**config.mk**
```make
export PLATFORM = sky130hd
export DESIGN_NAME = sys_cmd_ctrl
export DESIGN_NICKNAME = d
export VERILOG_FILES = /design/src/rtl/sys_cmd_ctrl.sv
export SDC_FILE = /design/constraint.sdc
export NUM_CORES = 1
export LEC_CHECK = 0
export CAP_MARGIN = 15
export CORE_UTILIZATION = 51
export DETAILED_ROUTE_END_ITERATION = 12
export PLACE_DENSITY_LB_ADDON = 0.25
export SLEW_MARGIN = 0
export SYNTH_ARGS = -nofsm -noshare
export SYNTH_HDL_FRONTEND = slang
export SYNTH_SLANG_ARGS = --single-unit
```
**constraint.sdc**
```tcl
create_clock -name REF_CLK -period 4 [get_ports REF_CLK]
set_input_delay 0.4 -clock REF_CLK [delete_from_list [all_inputs] [get_ports REF_CLK]]
set_output_delay 0.4 -clock REF_CLK [all_outputs]
set_load 0.05 [all_outputs]
```
**src/rtl/sys_cmd_ctrl.sv**
```systemverilog
// Command sequencer: decodes UART RX bytes into register-file and ALU commands
// and returns read data / ALU results to UART TX over a valid/busy handshake.
module sys_cmd_ctrl #(
   parameter int DATA_WIDTH    = 8,
   parameter int ADDR_WIDTH    = 4,
   parameter int ALU_FUN_WIDTH = 4
) (
   input  logic                      REF_CLK,
   input  logic                      RST,
   input  logic [DATA_WIDTH-1:0]     RX_P_DATA,
   input  logic                      RX_D_VLD,
   output logic [ADDR_WIDTH-1:0]     RF_ADDR,
   output logic                      RF_WR_EN,
   output logic                      RF_RD_EN,
   output logic [DATA_WIDTH-1:0]     RF_WR_DATA,
   input  logic [DATA_WIDTH-1:0]     RF_RD_DATA,
   input  logic                      RF_RD_VLD,
   output logic                      ALU_EN,
   output logic [ALU_FUN_WIDTH-1:0]  ALU_FUN,
   output logic                      CLK_GATE_EN,
   input  logic [2*DATA_WIDTH-1:0]   ALU_OUT,
   input  logic                      ALU_OUT_VLD,
   output logic [DATA_WIDTH-1:0]     TX_P_DATA,
   output logic                      TX_D_VLD,
   input  logic                      TX_BUSY,
   output logic [3:0]                dbg_state
);

   // TX handshake: TX_D_VLD is raised only while TX_BUSY is low, then held with
   // TX_P_DATA stable until TX_BUSY is sampled high, at which point it drops.
   typedef enum logic [3:0] {
      IDLE     = 4'd0,
      WR_ADDR  = 4'd1,
      WR_DATA  = 4'd2,
      RD_ADDR  = 4'd3,
      RD_WAIT  = 4'd4,
      OPA      = 4'd5,
      OPB      = 4'd6,
      FUN      = 4'd7,
      ALU_WAIT = 4'd8,
      TX_LO    = 4'd9,
      TX_HI    = 4'd10,
      TX_DONE  = 4'd11
   } state_t;

   localparam logic [DATA_WIDTH-1:0] CMD_RF_WR   = DATA_WIDTH'(8'hAA);
   localparam logic [DATA_WIDTH-1:0] CMD_RF_RD   = DATA_WIDTH'(8'hBB);
   localparam logic [DATA_WIDTH-1:0] CMD_ALU_OP  = DATA_WIDTH'(8'hCC);
   localparam logic [DATA_WIDTH-1:0] CMD_ALU_NOP = DATA_WIDTH'(8'hDD);

   state_t                  state;
   logic [ADDR_WIDTH-1:0]   wr_addr;
   logic [2*DATA_WIDTH-1:0] result;
   logic                    two_byte;

   assign dbg_state = state;

   always_ff @(posedge REF_CLK or posedge RST) begin
      if (RST) begin
         state       <= IDLE;
         wr_addr     <= '0;
         result      <= '0;
         two_byte    <= 1'b0;
         RF_ADDR     <= '0;
         RF_WR_EN    <= 1'b0;
         RF_RD_EN    <= 1'b0;
         RF_WR_DATA  <= '0;
         ALU_EN      <= 1'b0;
         ALU_FUN     <= '0;
         CLK_GATE_EN <= 1'b0;
         TX_P_DATA   <= '0;
         TX_D_VLD    <= 1'b0;
      end else begin
         RF_WR_EN <= 1'b0;
         RF_RD_EN <= 1'b0;
         case (state)
            IDLE: begin
               if (RX_D_VLD) begin
                  case (RX_P_DATA)
                     CMD_RF_WR:   state <= WR_ADDR;
                     CMD_RF_RD:   state <= RD_ADDR;
                     CMD_ALU_OP:  state <= OPA;
                     CMD_ALU_NOP: state <= FUN;
                     default:     state <= IDLE;
                  endcase
               end
            end
            WR_ADDR: if (RX_D_VLD) begin
               wr_addr <= RX_P_DATA[ADDR_WIDTH-1:0];
               state   <= WR_DATA;
            end
            WR_DATA: if (RX_D_VLD) begin
               RF_WR_EN   <= 1'b1;
               RF_ADDR    <= wr_addr;
               RF_WR_DATA <= RX_P_DATA;
               state      <= IDLE;
            end
            RD_ADDR: if (RX_D_VLD) begin
               RF_RD_EN <= 1'b1;
               RF_ADDR  <= RX_P_DATA[ADDR_WIDTH-1:0];
               state    <= RD_WAIT;
            end
            RD_WAIT: if (RF_RD_VLD) begin
               result   <= {{DATA_WIDTH{1'b0}}, RF_RD_DATA};
               two_byte <= 1'b0;
               state    <= TX_LO;
            end
            // Operands land in RF addresses 0 and 1, where the ALU reads them.
            OPA: if (RX_D_VLD) begin
               RF_WR_EN   <= 1'b1;
               RF_ADDR    <= '0;
               RF_WR_DATA <= RX_P_DATA;
               state      <= OPB;
            end
            OPB: if (RX_D_VLD) begin
               RF_WR_EN   <= 1'b1;
               RF_ADDR    <= ADDR_WIDTH'(1);
               RF_WR_DATA <= RX_P_DATA;
               state      <= FUN;
            end
            FUN: if (RX_D_VLD) begin
               ALU_FUN     <= RX_P_DATA[ALU_FUN_WIDTH-1:0];
               ALU_EN      <= 1'b1;
               CLK_GATE_EN <= 1'b1;
               state       <= ALU_WAIT;
            end
            ALU_WAIT: if (ALU_OUT_VLD) begin
               result      <= ALU_OUT;
               ALU_EN      <= 1'b0;
               CLK_GATE_EN <= 1'b0;
               two_byte    <= 1'b1;
               state       <= TX_LO;
            end
            TX_LO, TX_HI: begin
               if (!TX_D_VLD) begin
                  if (!TX_BUSY) begin
                     TX_P_DATA <= (state == TX_HI) ? result[2*DATA_WIDTH-1:DATA_WIDTH]
                                                   : result[DATA_WIDTH-1:0];
                     TX_D_VLD  <= 1'b1;
                  end
               end else if (TX_BUSY) begin
                  TX_D_VLD <= 1'b0;
                  state    <= (state == TX_LO && two_byte) ? TX_HI : TX_DONE;
               end
            end
            TX_DONE: if (!TX_BUSY) state <= IDLE;
            default: state <= IDLE;
         endcase
      end
   end

endmodule

```
==> flow_summary.ini, run 1 <==
[outcome]
outcome = finished clean

[synth]
synthFlopType = dfrtp_1
synthArstFlopShare = 1.00
yosysWarningCount = 0
yosys.area.top_type_share = 0.521
syn_nets = 271
netlist_area_um2 = 2540
syn_area_per_cell_um2 = 10.9
synthCells = 233
synthTopCellsByArea = dfrtp_1, mux2i_1, nand2_1
synth_top_cell_by_area = dfrtp_1
synth-edff-count = 0
synthDistinctLibCells = 44
seq_area_frac_synth = 0.521
ys_seq_elements = 53

[critical_path]
critPathTopFamily = buffers and inverters
crit_chain = clkdlybuf4s50_1
arrival_ps = 1970
crit_path_start_kind = register
cpPeakStageDelay_ps = 940
worst-path-buf-inv = 1
cpMaxStageDelayCell = clkdlybuf4s50_1
crit_fanout = 21
crit_path_end_kind = primary output
critPathKind = reg2out
required_ps = 3600

[final_layout]
final_cells = 365
area_growth_pct = 33.1
finalCoreUtilization = 0.712
drive_gt1_frac = 0.0906
diodes = 0
layout.nets = 335

[route]
viasPerCell = 5.47
wl_um = 5740
wl_per_cell_um = 15.7
vias = 1997
first_iter_violations = 121
first_pass_iters = 4
ant_nets = 0
drc = 0

[timing]
rsz0062_at_grt = no
finClkSkew_ps = 10.2
fmaxAchievable_mhz = 422
worst-slew-pin-transition_ps = 717
post-route-period-util = 0.592
drv_slew = 0
setup_viol = 0
layout_min_cycle_time_ps = 2370
tns_ps = 0
finalHoldWorstSlack_ps = 451
relSlewSlack = 0.521
finalHoldViolCount = 0

[placement]
gp_congestion = 0.793
io_buffers = 70
placed_cells = 356
hpwl_um = 3930

[cts]
clk-insertion-delay-late_ps = 310
clk_pin_slew_worst_paths_ps = 100
cts_tree = built
h-tree-depth = 2
hold_buffers = 0
cts_resized = 0
post_cts_buffers = 0
cts.sinks = 53
cts_buffer_depth = 2
ctsRootBufferMaster = clkbuf_8
cts_buffers = 5

[floorplan]
ioPinCount = 71
core_area_um2 = 4750
die-area_um2 = 5270
rows = 25
initial_core_util = 0.535
die_h_um = 72.6
die_w_um = 72.6

[global_routing]
grt_pass1_wl_um = 9460
overflow = 0
grt_use_total = 0.235
grt_max_degree = 54
grt_pass1_vias = 1916
antenna_found_initial = 0

[flow_run]
cap_violations = 0

[power]
peakVddDrop_mv = 0.574
p_clk_frac = 0.131
power_frac_seq = 0.349
pwr_density_cell_nw_per_um2 = 820
pwr-share-comb = 0.519
p_switching_mw = 1.25
intPower_mw = 1.52
p_leak_nw = 1.43
p_total_mw = 2.78
swShare = 0.452

[hold_path]
hold_path_class = in2async
==> routing by layer <==
metal | GRT usage | vias up | share of wire | wire length [um]
met5 | 0 | - | 0 | 0
met4 | 0.0588 | 0 | 0.012 | 67
met3 | 0.0594 | 7 | 0.066 | 378
met2 | 0.397 | 71 | 0.50 | 2860
met1 | 0.306 | 963 | 0.42 | 2430
li1 | - | 956 | - | -
==> path summary, 6_finish.rpt <==
| check | start | endpoint | slack, ps | depth (start not counted) |
|---|---|---|---|---|
| worst max-delay path | dbg_state[3]$_DFFE_PP0P_ | dbg_state[3] | 1630 | 1 |
| worst min-delay path | RST | RF_ADDR[2]$_DFFE_PP0P_ | 450 | 2 |
| worst max register to register | dbg_state[3]$_DFFE_PP0P_ | result[11]$_DFFE_PP0P_ | 1880 | 4 |
| worst min register to register | TX_P_DATA[7]$_DFFE_PP0P_ | TX_P_DATA[7]$_DFFE_PP0P_ | 490 | 2 |
| max in group asynchronous | RST | TX_P_DATA[4]$_DFFE_PP0P_ | 2990 | 3 |
| min in group REF_CLK | TX_P_DATA[7]$_DFFE_PP0P_ | TX_P_DATA[7]$_DFFE_PP0P_ | 490 | 2 |
==> cells by family (layout without fill, tap and decap cells) <==
group,Yosys count,after routing,synth area share
simple gates,63,63,0.126
compound gates,60,60,0.157
flops,53,53,0.521
mux,34,34,0.142
buf+inv,20,85,0.0433
xor+xnor,3,3,0.0103
==> synth_stat cells (3+ instances only) <==
| cell | n |
|---|---|
| a21oi_1 | 10 |
| buf_4 | 5 |
| nor2_1 | 7 |
| nand2_1 | 31 |
| mux2_1 | 8 |
| a22o_1 | 8 |
| and3_1 | 3 |
| nor3b_1 | 4 |
| buf_2 | 7 |
| clkbuf_1 | 3 |
| a21o_1 | 5 |
| mux2i_1 | 17 |
| inv_1 | 3 |
| o21ai_0 | 18 |
| mux2_2 | 9 |
| o21ai_1 | 6 |
| and2_1 | 3 |
| dfrtp_1 | 53 |
==> through the flow <==
step	instance area, um2	setup slack, ps
floorplan	2540	2040
global placement	3250	1940
detailed placement	3250	1900
CTS	3370	1650
global route	3390	1570
finish	3390	1630
==> state kept, by name (all words and copies together), names as in the netlist <==
signal	flops
result	16
RF_WR_EN	1
ALU_FUN	4
CLK_GATE_EN	1
TX_D_VLD	1
wr_addr	4
RF_ADDR	4
RF_WR_DATA	8
TX_P_DATA	8
two_byte	1
dbg_state	4
RF_RD_EN	1
==> layout make-up <==
type,count,area (um2)
Clock buffer,6,72.6
Clock inverter,2,38.8
Fill cell,394,1370
Inverter,4,15.0
Multi-Input combinational cell,160,1110
Sequential cell,53,1330
Tap cell,67,83.8
Timing Repair Buffer,73,736
==> power groups by stage <==
stage / registers (mW) / logic (mW) / clock network [mW]
floorplan: 1.41 / 0.564 / 0
global placement: 0.964 / 1.42 / 0
detailed placement: 0.975 / 1.44 / 0
CTS: 0.966 / 1.45 / 0.372
global route: 1.00 / 1.54 / 0.395
finish: 0.969 / 1.44 / 0.365
==> placed cells by master, fill, tap and decap left out, types with 5 or more instances in the layout <==
cell and n:
mux2i_1 17, mux2_2 9, nand2_1 31, clkbuf_8 5, a21oi_1 10, mux2_1 8, clkdlybuf4s50_1 70, a22o_1 8
o21ai_0 18, nor2_1 7, dfrtp_1 53, o21ai_1 6, a21o_1 5
No activity file was read; power rests on OpenSTA's default activity.
==> run 2: changes to the inputs <==
CORE_UTILIZATION = 43   (was 51)
clock period = 1.9 ns   (was 4 ns; I/O delays follow)
==> run 2 against run 1 <==
  * Combinational power is 120% higher
  * Global-route usage is 3.5 points lower
  * Worst setup slack worse by 1500 ps
  * Total power is 110% higher
  * Die area is 18% higher
  * Sequential power is 110% higher
  * Hold slack worse by 240 ps
  * First-iteration DRC count is 67% lower
  * Register-to-register slack worse by 1800 ps
  * Critical endpoint is now RF_WR_DATA[5]$_DFFE_PP0P_
  * Highest routed layer unchanged
==> flow_summary.ini, run 2 (synthesis gave the netlist of run 1 again) <==
[final_layout]
layout.nets = 350
layout_common_cells = clkdlybuf4s50_1, dfrtp_1, nand2_1, buf_4, o21ai_0
design_area_um2 = 3490
drive_gt1_frac = 0.157
layout.filler_cells = 480
final_common_cell = clkdlybuf4s50_1
largest-register = result
finalCoreUtilization = 0.623
final_cells = 385
reg_top3 = result x16, RF_WR_DATA x8, TX_P_DATA x8
largest_reg_flops = 16
area_growth_pct = 37.3
diodes = 0

[cts]
cts_buffers = 5
cts_buffer_depth = 2
ctsRootBufferMaster = clkbuf_8
cts_resized = 0
post_cts_buffers = 0
clk-insertion-delay-late_ps = 310
clk_pin_slew_worst_paths_ps = 110
hold_buffers = 0
cts.sinks = 53
cts_tree = built
h-tree-depth = 2

[critical_path]
reg2regPathDepth = 5
crit_path_end = RF_WR_DATA[5]$_DFFE_PP0P_
crit_path_end_kind = register
arrival_ps = 1980
r2r_start = dbg_state[0]$_DFFE_PP0P_
ff2ff_setup_slack_ps = 110
setup.worst_path.start = dbg_state[0]$_DFFE_PP0P_
crit_path_start_kind = register
critPathKind = reg2reg
r2r_end = RF_WR_DATA[5]$_DFFE_PP0P_
required_ps = 2090
crit_fanout = 17

[timing]
worst-slew-pin-transition_ps = 511
setup_viol = 0
finalHoldViolCount = 0
finalHoldWorstSlack_ps = 206
fmaxAchievable_mhz = 560
finClkSkew_ps = 5.02
layout_min_cycle_time_ps = 1790
relSlewSlack = 0.658
rsz0062_at_grt = no
post-route-period-util = 0.940
tns_ps = 0
drv_slew = 0
setup_ws_ps = 114

[floorplan]
core_area_um2 = 5610
ioPinCount = 71
die_w_um = 78.9
initial_core_util = 0.454
rows = 27
die-area_um2 = 6230
die_h_um = 78.9

[global_routing]
overflow = 0
grt_max_degree = 28
grt_pass1_vias = 2021
grt_pass1_wl_um = 9710
grt_use_total = 0.200
antenna_found_initial = 0

[route]
first_iter_violations = 40
wl_um = 5840
ant_nets = 0
wl_per_cell_um = 15.2
viasPerCell = 5.28
vias = 2032
first_pass_iters = 4
drc = 0

[hold_path]
hold_path_class = in2async

[power]
peakVddDrop_mv = 1.33
p_total_mw = 5.85
pwr_density_cell_nw_per_um2 = 1670
p_leak_nw = 1.50

[placement]
hpwl_um = 4260
placed_cell_area_um2 = 3400
placed_cells = 377
place_ws_ps = 131
io_buffers = 70
gp_congestion = 0.823

[outcome]
outcome = finished clean

[flow_run]
cap_violations = 0
run 2: cell count changes in the layout (fill, tap and decap cells not counted), moves of 2 or more:
| cell | previous run | this run |
|---|---|---|
| clkdlybuf4s50_1 | 70 | 66 |
| dfrtp_2 | 0 | 2 |
| dfrtp_1 | 53 | 51 |
| clkinvlp_4 | 0 | 2 |
| buf_4 | 2 | 20 |
run 2: layout make-up:
class | instances | area [um2] | area share
flip-flops and latches | 53 | 1330 | 0.380
multi-input cells | 160 | 1110 | 0.319
repair buffers | 88 | 851 | 0.244
well taps | 72 | 90.1 | 0.0258
clock buffers | 5 | 68.8 | 0.0197
clock inverters | 3 | 26.3 | 0.00752
inverters | 4 | 15.0 | 0.00430
run 2: worst min path at each step:
stage	startpoint	endpoint	slack, ps	cells past startpoint
5_1_grt	RST	CLK_GATE_EN$_DFFE_PP0P_	230	3
4_1_cts	RST	CLK_GATE_EN$_DFFE_PP0P_	210	3
3_3_place_gp	TX_P_DATA[7]$_DFFE_PP0P_	TX_P_DATA[7]$_DFFE_PP0P_	460	2
6_report	RST	CLK_GATE_EN$_DFFE_PP0P_	210	3
2_1_floorplan	TX_BUSY	TX_D_VLD$_DFFE_PP0P_	300	1
3_5_place_dp	TX_P_DATA[7]$_DFFE_PP0P_	TX_P_DATA[7]$_DFFE_PP0P_	470	2
run 2: metal layers:
metal	vias to the layer above	routed length, um	GRT usage
li1	985	-	-
met1	983	2630	0.268
met2	58	2810	0.327
met3	6	344	0.0483
met4	0	46	0.0527
met5	-	0	0
run 2: where the power goes:
part           switching [mW]  leakage [nW]  internal [mW]
clock network           0.410        0.0423          0.269
logic                    1.92         0.791           1.25
registers               0.350         0.664           1.64
total                    2.68          1.50           3.16
run 2: critical path, stage by stage (launching register included):
cell and delay (ps):
dfrtp_2 540, nand2_1 130, mux2_2 280, nor3b_1 170
buf_4 210, mux2_1 340
